==> config.mk <==
export PLATFORM = sky130hd
export DESIGN_NAME = fb_pixel_packer
export DESIGN_NICKNAME = d
export VERILOG_FILES = /design/src/rtl/fb_pkg.sv /design/src/rtl/fb_word_fifo.sv /design/src/rtl/fb_pixel_packer.sv
export SDC_FILE = /design/constraint.sdc
export NUM_CORES = 1
export LEC_CHECK = 0
export CELL_PAD_IN_SITES_DETAIL_PLACEMENT = 0
export CELL_PAD_IN_SITES_GLOBAL_PLACEMENT = 1
export CORE_MARGIN = 5
export CORE_UTILIZATION = 47
export CTS_BUF_LIST = sky130_fd_sc_hd__clkbuf_8
export CTS_CLUSTER_DIAMETER = 100
export DETAILED_ROUTE_END_ITERATION = 6
export PLACE_DENSITY_LB_ADDON = 0.1
export SKIP_LAST_GASP = 1
export SLEW_MARGIN = 20
export SYNTH_ARGS = -nofsm -noshare
export SYNTH_HDL_FRONTEND = slang
export SYNTH_SLANG_ARGS = --single-unit
export TNS_END_PERCENT = 1
==> constraint.sdc <==
create_clock -name clk_sys -period 3.9 [get_ports clk_sys]
set_clock_uncertainty 0.1 [all_clocks]
set_input_delay 0.39 -clock clk_sys [delete_from_list [all_inputs] [get_ports clk_sys]]
set_output_delay 0.39 -clock clk_sys [all_outputs]
set_load 0.005 [all_outputs]
==> src/rtl/fb_pkg.sv <==
// Shared constants and types for the framebuffer pixel packer.
package fb_pkg;
  localparam int          FB_WIDTH     = 720;
  localparam int          FB_HEIGHT    = 480;
  localparam int          STRIDE_WORDS = 90;
  localparam logic [28:0] BASE_WORD    = 29'h06000000;

  typedef struct packed {
    logic [28:0] addr;
    logic [63:0] data;
    logic [7:0]  be;
  } fb_entry_t;

  typedef enum logic {WR_IDLE, WR_WAIT} wr_state_t;
endpackage

==> src/rtl/fb_word_fifo.sv <==
// Completed-word FIFO: registered pointers, combinational head; push ignored when full, pop when empty.
module fb_word_fifo
  import fb_pkg::*;
#(
  parameter int DEPTH = 4
) (
  input  logic                     clk,
  input  logic                     rst_n,
  input  logic                     push,
  input  fb_entry_t                wr_dat,
  input  logic                     pop,
  output fb_entry_t                rd_dat,
  output logic                     full,
  output logic                     empty,
  output logic [$clog2(DEPTH):0]   count
);
  localparam int AW = $clog2(DEPTH);

  fb_entry_t      mem [DEPTH];
  logic [AW-1:0]  wr_ptr, rd_ptr;
  logic           do_push, do_pop;

  assign do_push = push & ~full;
  assign do_pop  = pop & ~empty;
  assign full    = (count == (AW+1)'(DEPTH));
  assign empty   = (count == '0);
  assign rd_dat  = mem[rd_ptr];

  always_ff @(posedge clk) begin
    if (do_push) mem[wr_ptr] <= wr_dat;
  end

  // Power-of-two depth: pointers wrap naturally, the counter separates full from empty.
  always_ff @(posedge clk or negedge rst_n) begin
    if (!rst_n) begin
      wr_ptr <= '0;
      rd_ptr <= '0;
      count  <= '0;
    end else begin
      if (do_push) wr_ptr <= wr_ptr + AW'(1);
      if (do_pop)  rd_ptr <= rd_ptr + AW'(1);
      case ({do_push, do_pop})
        2'b10:   count <= count + (AW+1)'(1);
        2'b01:   count <= count - (AW+1)'(1);
        default: count <= count;
      endcase
    end
  end
endmodule

==> src/rtl/fb_pixel_packer.sv <==
// Packs 8bpp pixels into 64-bit DDRAM words: address stage, byte accumulator, word FIFO, req/ack writer.
// px_ready drops when FIFO slots are all claimed; FB_PACKER_DBLBUF_EN enables double buffering.
module fb_pixel_packer #(
  parameter logic [28:0] BASE_WORD    = fb_pkg::BASE_WORD,
  parameter int          STRIDE_WORDS = fb_pkg::STRIDE_WORDS,
  parameter int          FIFO_DEPTH   = 4
`ifdef FB_PACKER_DBLBUF_EN
  , parameter int        BUF_OFFSET_WORDS = 43200
`endif
) (
  input  logic        clk_sys,
  input  logic        rst_n,
  input  logic        frame_start,
  input  logic        px_valid,
  output logic        px_ready,
  input  logic [9:0]  px_x,
  input  logic [8:0]  px_y,
  input  logic [7:0]  px_color,
  output logic [28:0] fb_addr,
  output logic [63:0] fb_data,
  output logic [7:0]  fb_be,
  output logic        fb_req,
  input  logic        fb_ready,
  output logic [31:0] fb_base,
  output logic        busy
);
  import fb_pkg::*;

  localparam int CW = $clog2(FIFO_DEPTH) + 1;

  logic          ready_en, accept, in_range;
  logic [28:0]   wr_base, px_addr;
  logic          s1_vld, s1_flush;
  logic [28:0]   s1_addr;
  logic [2:0]    s1_lane;
  logic [7:0]    s1_color;
  logic          acc_vld, acc_live, n_acc_vld;
  logic [63:0]   acc_data, n_acc_data;
  logic [7:0]    acc_be, n_acc_be;
  logic [28:0]   acc_addr, n_acc_addr;
  logic          push, pop, issue;
  fb_entry_t     push_dat, head;
  logic          fifo_full, fifo_empty;
  logic [CW-1:0] fifo_count;
  logic [CW:0]   committed;
  wr_state_t     state, state_n;

`ifdef FB_PACKER_DBLBUF_EN
  logic buf_sel, base_pend;
  // A pixel accepted together with frame_start already belongs to the new buffer.
  assign wr_base = (buf_sel ^ frame_start) ? BASE_WORD + 29'(BUF_OFFSET_WORDS) : BASE_WORD;
`else
  assign wr_base = BASE_WORD;
  assign fb_base = {BASE_WORD, 3'b000};
`endif

  assign in_range = (px_x < 10'(FB_WIDTH)) && (px_y < 9'(FB_HEIGHT));
  assign px_addr  = wr_base + 29'(px_y) * 29'(STRIDE_WORDS) + 29'(px_x[9:3]);
  assign accept   = px_valid & px_ready;

  // frame_start cannot be stalled, so the live accumulator and the in-flight pixel each hold a FIFO slot.
  assign committed = {1'b0, fifo_count} + (CW+1)'(acc_vld) + (CW+1)'(s1_vld);
  assign px_ready  = ready_en & ~fifo_full & (committed < (CW+1)'(FIFO_DEPTH));
  assign busy      = ~fifo_empty | acc_vld | s1_vld | (state == WR_WAIT);
  assign acc_live  = acc_vld & (acc_be != 8'hFF);
  assign push_dat  = '{addr: acc_addr, data: acc_data, be: acc_be};

  always_comb begin
    n_acc_vld  = acc_vld;
    n_acc_data = acc_data;
    n_acc_be   = acc_be;
    n_acc_addr = acc_addr;
    push       = 1'b0;
    if (acc_vld & ~acc_live) begin
      push      = 1'b1;
      n_acc_vld = 1'b0;
    end else if (acc_live & s1_flush) begin
      push      = 1'b1;
      n_acc_vld = 1'b0;
    end
    if (s1_vld) begin
      if (acc_live & ~s1_flush & (s1_addr == acc_addr)) begin
        n_acc_data[{s1_lane, 3'b000} +: 8] = s1_color;
        n_acc_be[s1_lane]                  = 1'b1;
      end else begin
        if (acc_live & ~s1_flush) push = 1'b1;
        n_acc_vld  = 1'b1;
        n_acc_addr = s1_addr;
        n_acc_data = 64'(s1_color) << {s1_lane, 3'b000};
        n_acc_be   = 8'b1 << s1_lane;
      end
    end
  end

  always_comb begin
    state_n = state;
    issue   = 1'b0;
    pop     = 1'b0;
    case (state)
      WR_IDLE: if (!fifo_empty) begin
        issue   = 1'b1;
        state_n = WR_WAIT;
      end
      WR_WAIT: if (fb_ready) begin
        pop     = 1'b1;
        state_n = WR_IDLE;
      end
      default: state_n = WR_IDLE;
    endcase
  end

  always_ff @(posedge clk_sys or negedge rst_n) begin
    if (!rst_n) begin
      ready_en <= 1'b0;
      s1_vld   <= 1'b0;
      s1_flush <= 1'b0;
      s1_addr  <= '0;
      s1_lane  <= '0;
      s1_color <= '0;
      acc_vld  <= 1'b0;
      acc_data <= '0;
      acc_be   <= '0;
      acc_addr <= '0;
      state    <= WR_IDLE;
      fb_req   <= 1'b0;
      fb_addr  <= '0;
      fb_data  <= '0;
      fb_be    <= '0;
    end else begin
      ready_en <= 1'b1;
      s1_vld   <= accept & in_range;
      s1_flush <= frame_start;
      if (accept) begin
        s1_addr  <= px_addr;
        s1_lane  <= px_x[2:0];
        s1_color <= px_color;
      end
      acc_vld  <= n_acc_vld;
      acc_data <= n_acc_data;
      acc_be   <= n_acc_be;
      acc_addr <= n_acc_addr;
      state    <= state_n;
      fb_req   <= issue;
      if (issue) begin
        fb_addr <= head.addr;
        fb_data <= head.data;
        fb_be   <= head.be;
      end
    end
  end

`ifdef FB_PACKER_DBLBUF_EN
  // fb_base swaps to the finished buffer only after its last words have been acknowledged.
  always_ff @(posedge clk_sys or negedge rst_n) begin
    if (!rst_n) begin
      buf_sel   <= 1'b0;
      base_pend <= 1'b0;
      fb_base   <= {BASE_WORD, 3'b000};
    end else if (frame_start) begin
      buf_sel   <= ~buf_sel;
      base_pend <= 1'b1;
    end else if (base_pend & ~busy) begin
      base_pend <= 1'b0;
      fb_base   <= {(buf_sel ? BASE_WORD : BASE_WORD + 29'(BUF_OFFSET_WORDS)), 3'b000};
    end
  end
`endif

  fb_word_fifo #(.DEPTH(FIFO_DEPTH)) u_fifo (
    .clk    (clk_sys),
    .rst_n  (rst_n),
    .push   (push),
    .wr_dat (push_dat),
    .pop    (pop),
    .rd_dat (head),
    .full   (fifo_full),
    .empty  (fifo_empty),
    .count  (fifo_count)
  );
endmodule
# After elaboration in Yosys (flattened, before gate mapping)
# Memories as Yosys holds them, arrays and structs flattened. A register that Yosys moved wholly into a read port is not among the register bits.
# Index checks and enable logic that the tools add are counted.
dict set report totals {
  regBits 154
  mem_bits_rw 404
  input_bits 32
  wordCells 90
  mem_count 1
}
dict set report classes {
  add_sub_neg 9
  mul 1
  n_lt_le_gt_ge 5
  eq_ne 5
  shifts 4
  n_mux 23
  n_bitwise 21
  reduce_logical 6
}
# name depth word_bits rd rd_clocked_by_memory_dff write_ports line
set mem_list {}
lappend mem_list {u_fifo.mem 4 101 1 1 1 fb_word_fifo.sv:19} ;# fb_entry_t mem [DEPTH];
# cell count
set op_table {}
lappend op_table {{$bwmux W64} 1}
lappend op_table {{$mux W64} 1}
lappend op_table {{$shift A8 B8 Y64 const A} 1}
lappend op_table {{$shiftx A8 B8 Y64} 1}
lappend op_table {{$shl A8 B6 Y64} 1}
lappend op_table {{$add A28 B7 Y29} 1}
lappend op_table {{$eq A29 B29 Y1} 1}
lappend op_table {{$add A27 B16 Y28 const A} 1}
lappend op_table {{$mux W1} 17}
lappend op_table {{$mul A9 B6 Y15 const B} 1}
lappend op_table {{$and A1 B1 Y1} 11}
lappend op_table {{$lt A10 B10 Y1 const B} 1}
lappend op_table {{$lt A9 B9 Y1 const B} 1}
lappend op_table {{$mux W8} 1}
lappend op_table {{$ne A8 B8 Y1 const B} 1}
lappend op_table {{$neg A6 Y8} 1}
lappend op_table {{$or A8 B8 Y8} 1}
lappend op_table {{$shl A1 B3 Y8 const A} 1}
lappend op_table {{$not A1 Y1} 6}
lappend op_table {{$pmux W3 S2} 1}
lappend op_table {{$add A2 B1 Y2 const B} 2}
lappend op_table {{$add A3 B1 Y4} 1}
lappend op_table {{$add A4 B1 Y4} 1}
lappend op_table {{$lt A3 B4 Y1 const B} 1}
lappend op_table {{15 further kinds} 18}

# Depth between registers and ports, before layout
# Gate-level depths: netlist (run 1).
dict set report depth {
  depth_word 11
  ltp_mapped 15
  depth_no_buf 14
}

# Cells and area by module
# From an unflattened synthesis (run 1), not the netlist that was laid out.
dict set report hier_totals {
  hier_cells 1496
  hier_area_um2 25937.4
}
# mod n_inst cells_per_inst area_each_um2 seq_area_each_um2
set modules_own_cells {}
lappend modules_own_cells {fb_word_fifo 1 565 15061.9 12306.8}
lappend modules_own_cells {fb_pixel_packer 1 931 10875.4 5655.4}

# Worst setup path after synthesis (run 1)
# OpenSTA, ideal clock, no wires.
dict set report synth_timing {
  path_type {input -> register}
  startpoint {in px_y[5]}
  endpoint {reg s1_addr[15]}
  t_arrival_ns 4.389
  required_ns 3.718
  path_slack_ns -0.671
  cell_stages 14
  path_cell_list {ha_1 -> fa_1 -> inv_1 -> fa_1 -> inv_1 -> ha_1 -> buf_6 -> or3b_1 -> mux2i_1 -> o211ai_1 -> or3b_4 -> or4b_4 -> or4_1 -> a31oi_1}
}
dict set report synth_between {
  elab_chain_cells 3
}
# element line
set synth_rtl {}
lappend synth_rtl {{start: declaration} fb_pixel_packer.sv:17} ;# input logic [8:0] px_y,
lappend synth_rtl {{$mul A9 B6 Y15} fb_pixel_packer.sv:58} ;# assign px_addr = wr_base + 29'(px_y) * 29'(STRIDE_WORDS) + 29'(px_x[9:3]);
lappend synth_rtl {{$add A27 B16 Y28} fb_pixel_packer.sv:58}
lappend synth_rtl {{$add A28 B7 Y29} fb_pixel_packer.sv:58}
lappend synth_rtl {{end signal: assignment} fb_pixel_packer.sv:134} ;# s1_addr <= px_addr;
lappend synth_rtl {{end: declaration} fb_pixel_packer.sv:34} ;# logic [28:0] s1_addr;
# Every way passes these cells.
# A chain may end at the register's enable or synchronous reset.

# Worst setup path after layout (run 1)
dict set report layout_timing {
  startpoint {in px_y[7]}
  endpoint {reg s1_addr[15]}
}
# Same word-level chain as after synthesis.

==> flow_metrics.env, run 1 <==
export IMPL_grt_max_degree=100
export IMPL_drive_above_1_share=0.245
export IMPL_hold_path_class="in2reg"
export IMPL_postSynth_asyncResetShare=0.381
export IMPL_ys_seq_area_frac=0.695
export IMPL_viasPerCell=5.19
export IMPL_io_pins=168
export IMPL_final_cells=2418
export IMPL_synth_top_cell_by_area="edfxtp_1"
export IMPL_avgRoutedWirePerCell_um=20.2
export IMPL_cts_root_buf="clkbuf_8"
export IMPL_dp_slack_ns=-1.17
export IMPL_fin_area_sq_um=27900
export IMPL_power_mw=20.0
export IMPL_syn_area_per_cell_sq_um=16.6
export IMPL_syn_instance_count=1422
export IMPL_postPlaceCellArea_sq_um=26000
export IMPL_die_area_sq_um=54700
export IMPL_slew_headroom=0.400
export IMPL_internal_power_mw=14.0
export IMPL_clkTransAtPathRegs_ns=0.06
export IMPL_outcome="complete, no violations"
export IMPL_multi_input_area_sq_um=6790
export IMPL_dr_first_iter_drc_count=650
export IMPL_final_max_slew_viol_count=0
export IMPL_fin_nets=1759
export IMPL_worstPathArrival_ns=4.28
export IMPL_synth_top_area_share=0.459
export IMPL_gp_congestion=0.769
export IMPL_die_width_um=234
export IMPL_netlist_top_cells_count="edfxtp_1 (360), dfrtp_1 (222), nand2_1 (126)"
export IMPL_crit_fanout=3
export IMPL_first_global_vias=13300
export IMPL_synth_edf_count=360
export IMPL_start_kind="input port"
export IMPL_switching_share=0.300
export IMPL_leakage_nw=10.8
export IMPL_numClockSinks=582
export IMPL_power_density_nw_per_um2=716
export IMPL_yosys_warnings=0
export IMPL_overflow=0
export IMPL_start_util=0.472
export IMPL_comb_power_share=0.297
export IMPL_maxCapViolCount=0
export IMPL_pwr_share_clk=0.246
export IMPL_dieHeight_um=234
export IMPL_grt_pass1_wl_um=76600
export IMPL_clk_latency_ns=0.66
export IMPL_core_region_area_sq_um=49900
export IMPL_fill_cells=4109
export IMPL_final_util=0.560
export IMPL_place_inst=2241
export IMPL_wirelength_um=48900
export IMPL_setup_tns_final_ns=0
export IMPL_postRouteAntennaNets=0
export IMPL_min_period_ns=3.88
export IMPL_synth_most_common_cell="edfxtp_1"
export IMPL_required_ns=4.30
export IMPL_synth_flop_cell="edfxtp_1"
export IMPL_grt_usage=0.183
export IMPL_max_freq_mhz=258
export IMPL_fin_ws_ns=0.0192
export IMPL_first_pass_iters=5
export IMPL_whs_ns=0.0841
export IMPL_crit_type="in2reg"
export IMPL_seq_power_share=0.456
export IMPL_dp_hpwl_um=30600
export IMPL_io_buffers=125
export IMPL_cts_tree="yes"
export IMPL_syn2layout_area_growth_pct=18.5
export IMPL_net_switching_power_mw=6.00
export IMPL_synth_area_sq_um=23500
export IMPL_seq_area_sq_um=16400
export IMPL_vias=12600
export IMPL_finalHoldViolCount=0
export IMPL_antennaDiodeCount=0
export IMPL_ys_top_cells_by_area="edfxtp_1 (46%), dfrtp_1 (24%), mux4_2 (8.6%), mux2_2 (5.2%), ha_1 (2.4%)"
export IMPL_cts_buffer_depth=3
export IMPL_rsz0062_at_grt="true"
export IMPL_drc=0
export IMPL_tightestPinTransition_ns=0.875
export IMPL_ys_seq_elements=582
export IMPL_rows=82
export IMPL_antenna_found_initial=0
export IMPL_setup_viol=0
export IMPL_crit_path_end_kind="flop"
export IMPL_min_period_over_period=0.995
export IMPL_h_tree_depth=3
export IMPL_ys_types=56
export IMPL_vdd_drop_max_v=0.000380
export IMPL_cts_buffers=95
## registers in the layout, summed over array words and instances, names as in the netlist, 2 cells and up
register,flops
u_fifo.mem,360
acc_data,64
fb_data,64
acc_addr,18
fb_addr,18
s1_addr,18
acc_be,8
fb_be,8
s1_color,8
s1_lane,3
u_fifo.count,3
u_fifo.rd_ptr,2
u_fifo.wr_ptr,2
## power groups by stage
stage | combinational [mW] | clock [mW] | sequential, mW
6_report | 5.94 | 4.92 | 9.12
4_1_cts | 6.10 | 5.08 | 9.16
3_5_place_dp | 6.03 | 0 | 9.28
5_1_grt | 6.56 | 5.37 | 9.31
3_3_place_gp | 5.99 | 0 | 9.21
2_1_floorplan | 3.76 | 0 | 8.83
## metal layers
layer,wire [um],vias to the layer above,part of all wire,GRT usage
li1,-,5756,-,-
met1,20500,6482,0.42,0.244
met2,25300,244,0.52,0.313
met3,2160,79,0.044,0.0324
met4,857,0,0.018,0.0525
met5,0,-,0,0
## critical path, stage by stage
cell and delay, ns:
clkdlybuf4s15_2 0.20, ha_4 0.22, fa_1 0.52, inv_1 0.05, fa_1 0.50, inv_1 0.06
ha_4 0.21, or3b_1 0.35, mux2i_1 0.19, o211ai_1 0.16, or3b_4 0.40, or4b_4 0.50
buf_4 0.16, o31ai_1 0.24, a31oi_1 0.11
## cell usage in the layout, fill, tap and decap left out, types with 4 or more instances in the layout
cell type        count
a31oi_1              5
o21ai_1             10
and2_4               4
fa_1                12
nor3_1              22
clkinv_2            12
buf_4               60
clkdlybuf4s50_1    115
clkbuf_8           101
ha_1                33
buf_12              11
mux2_2             109
edfxtp_1           360
nand4_1              8
nand2b_1             7
ha_4                10
conb_1              43
nand2_1            126
xor2_1               9
a21o_1               9
mux2i_1              8
o21ai_0             94
buf_2                5
xnor2_1             33
inv_1               90
clkinv_1            21
mux4_2              90
nor2_1              22
a21oi_1             26
dfrtp_1            220
## worst paths after layout
| check | startpoint | endpoint | slack, ns | cells after the start |
|---|---|---|---|---|
| hold reg to reg | s1_color[6] | s1_color[6] | 0.37 | 2 |
| setup / recovery | px_y[7] | s1_addr[15] | 0.02 | 15 |
| max in group asynchronous | rst_n | s1_addr[14] | 2.53 | 3 |
| setup reg to reg | acc_addr[2] | u_fifo.count[2] | 1.01 | 13 |
| min in group asynchronous | rst_n | fb_data[46] | 0.14 | 2 |
| hold / removal | frame_start | s1_flush | 0.08 | 1 |
## kinds of logic (layout without fill, tap and decap cells)
logic type	after synthesis	after routing	synth area share
DFF	582	582	0.695
xor gates and xnor gates	42	42	0.0156
AOI/OAI and AO/OA	161	161	0.0376
and+or+nand+nor	224	224	0.0440
adders and majority gates	59	59	0.0355
muxes	207	207	0.142
buffers and inverters	145	428	0.0304
other	2	43	0.000319
## layout make-up
class	instances	area share
sequential	582	0.587
multi-input combinational	736	0.243
timing repair buffer	197	0.0684
clock buffer	101	0.0498
tap	672	0.0301
clock inverter	74	0.0139
inverter	56	0.00753
## timing repair
item	CTS	global route
hold buffers	1	0
resized for setup	38	7
setup endpoints to repair	6	3
hold endpoints to repair	60	0
pin swaps	15	5
setup buffers	1	0
No activity file was read; power rests on OpenSTA's default activity.
==> run 2, diff against run 1 <==
CTS_CLUSTER_DIAMETER = 30   (was 100)
SETUP_SLACK_MARGIN = 0.2   (was unset)
==> run 2 against run 1 <==
  * Setup slack gained 0.041 ns
  * Clock power grew 34%
  * Global-route usage grew 0.14 points
  * Critical path depth is the same
  * Clock-buffer cell count grew 22
  * Register-to-register slack gained 0.05 ns
  * Hold slack gained 0.00065 ns
  * Sequential share of layout area shrank 1.6 points
  * Final cell count grew 1.4%
  * Critical endpoint unchanged
==> flow_metrics.env, run 2 (synthesized netlist as in run 1, its figures left out) <==
export IMPL_outcome="complete, no violations"
export IMPL_min_period_ns=3.84
export IMPL_max_freq_mhz=260
export IMPL_vias=12700
export IMPL_worstPathArrival_ns=4.26
export IMPL_final_util=0.575
export IMPL_largest_reg_flops=360
export IMPL_wirelength_um=49300
export IMPL_required_ns=4.32
export IMPL_antenna_found_initial=0
export IMPL_power_mw=21.7
export IMPL_viasPerCell=5.17
export IMPL_avgRoutedWirePerCell_um=20.1
export IMPL_start_kind="input port"
export IMPL_dieHeight_um=234
export IMPL_layout_common_cells="edfxtp_1 (360), dfrtp_1 (220), nand2_1 (126)"
export IMPL_crit_fanout=3
export IMPL_postRouteAntennaNets=0
export IMPL_start_util=0.472
export IMPL_final_common_cell="edfxtp_1"
export IMPL_rows=82
export IMPL_cts_buffers=111
export IMPL_overflow=0
export IMPL_cts_tree="yes"
export IMPL_crit_type="in2reg"
export IMPL_h_tree_depth=3
export IMPL_tightestPinTransition_ns=0.871
export IMPL_power_density_nw_per_um2=755
export IMPL_grt_pass1_wl_um=77000
export IMPL_slew_headroom=0.403
export IMPL_slowest_delay_ns=0.55
export IMPL_die_width_um=234
export IMPL_numClockSinks=582
export IMPL_final_max_slew_viol_count=0
export IMPL_top_register="u_fifo.mem"
export IMPL_dp_hpwl_um=30600
export IMPL_dr_first_iter_drc_count=582
export IMPL_setup_tns_final_ns=0
export IMPL_cts_root_buf="clkbuf_8"
export IMPL_min_period_over_period=0.985
export IMPL_cts_buffer_depth=3
export IMPL_grt_max_degree=100
export IMPL_clkTransAtPathRegs_ns=0.05
export IMPL_antennaDiodeCount=0
export IMPL_hold_path_class="in2reg"
export IMPL_first_global_vias=13400
export IMPL_finalHoldViolCount=0
export IMPL_gp_congestion=0.769
export IMPL_grt_usage=0.185
export IMPL_crit_chain="clkdlybuf4s15_2, ha_4, fa_1, inv_2, fa_1, inv_2, ha_4, or3b_1, mux2i_1, o211ai_1, or3b_4, or4b_4, buf_4, o31ai_1, a31oi_1"
export IMPL_maxCapViolCount=0
export IMPL_rsz0062_at_grt="true"
export IMPL_rrSetupSlack_ns=1.06
export IMPL_drc=0
export IMPL_syn2layout_area_growth_pct=21.7
export IMPL_io_buffers=125
export IMPL_fin_nets=1775
export IMPL_die_area_sq_um=54700
export IMPL_slowest_stage="fa_1"
export IMPL_final_cells=2453
export IMPL_drive_above_1_share=0.276
export IMPL_core_region_area_sq_um=49900
export IMPL_whs_ns=0.0848
export IMPL_io_pins=168
export IMPL_leakage_nw=11.2
export IMPL_first_pass_iters=5
export IMPL_reg_largest_list="u_fifo.mem x360, acc_data x64, fb_data x64"
export IMPL_setup_viol=0
export IMPL_crit_path_end_kind="flop"
export IMPL_clk_latency_ns=0.68
export IMPL_place_inst=2241
export IMPL_vdd_drop_max_v=0.000451
-- run 2: cell type report --
cell class | count | area (sq um)
Clock buffer | 123 | 1690
Clock inverter | 87 | 836
Sequential cell | 582 | 16400
Multi-Input combinational cell | 736 | 6790
Timing Repair Buffer | 197 | 1920
Tap cell | 672 | 841
Fill cell | 4024 | 21200
Inverter | 56 | 210
-- run 2: report_power, final --
group	internal, mW	total, mW	switching [mW]
sequential	8.05	9.12	1.07
clock	3.99	6.59	2.60
combinational	3.34	5.95	2.60
-- run 2: what timing repair did --
| action | CTS | global route |
|---|---|---|
| hold buffers | 1 | 0 |
| setup endpoints to repair | 8 | 3 |
| resized for setup | 50 | 5 |
| pin swaps | 18 | 5 |
| hold endpoints to repair | 76 | 0 |
| setup buffers | 1 | 0 |
-- run 2: worst max-delay path, delay by kind of cell --
kind	cells	cell delay (ns)
AND/OR/NAND/NOR	3	1.25
multiplexers	1	0.19
AO/OA/AOI/OAI	3	0.51
adder cells (fa/ha/maj)	4	1.46
buffers and inverters	4	0.45
-- run 2: layer usage --
metal	routed length, um	global-route usage
met2	25300	0.312
met5	0	0
met1	20800	0.244
met4	1150	0.0633
met3	2050	0.0334
-- run 2: path summary, 6_finish.rpt --
kind | from | endpoint | depth (start not counted)
worst max-delay path | px_y[7] | s1_addr[15] | 15
worst min-delay path | frame_start | s1_flush | 1
worst max register to register | acc_addr[14] | acc_addr[9] | 8
worst min register to register | s1_color[6] | s1_color[6] | 2
max in group asynchronous | rst_n | s1_addr[6] | 3
min in group asynchronous | rst_n | fb_data[53] | 2
-- run 2: per-stage QoR --
stage,setup slack [ns],instance area (sq um)
detailed placement,-1.17,26000
floorplan,-0.569,23700
global route,-0.0119,28700
global placement,-1.14,26000
finish,0.0597,28700
CTS,0.0742,28600
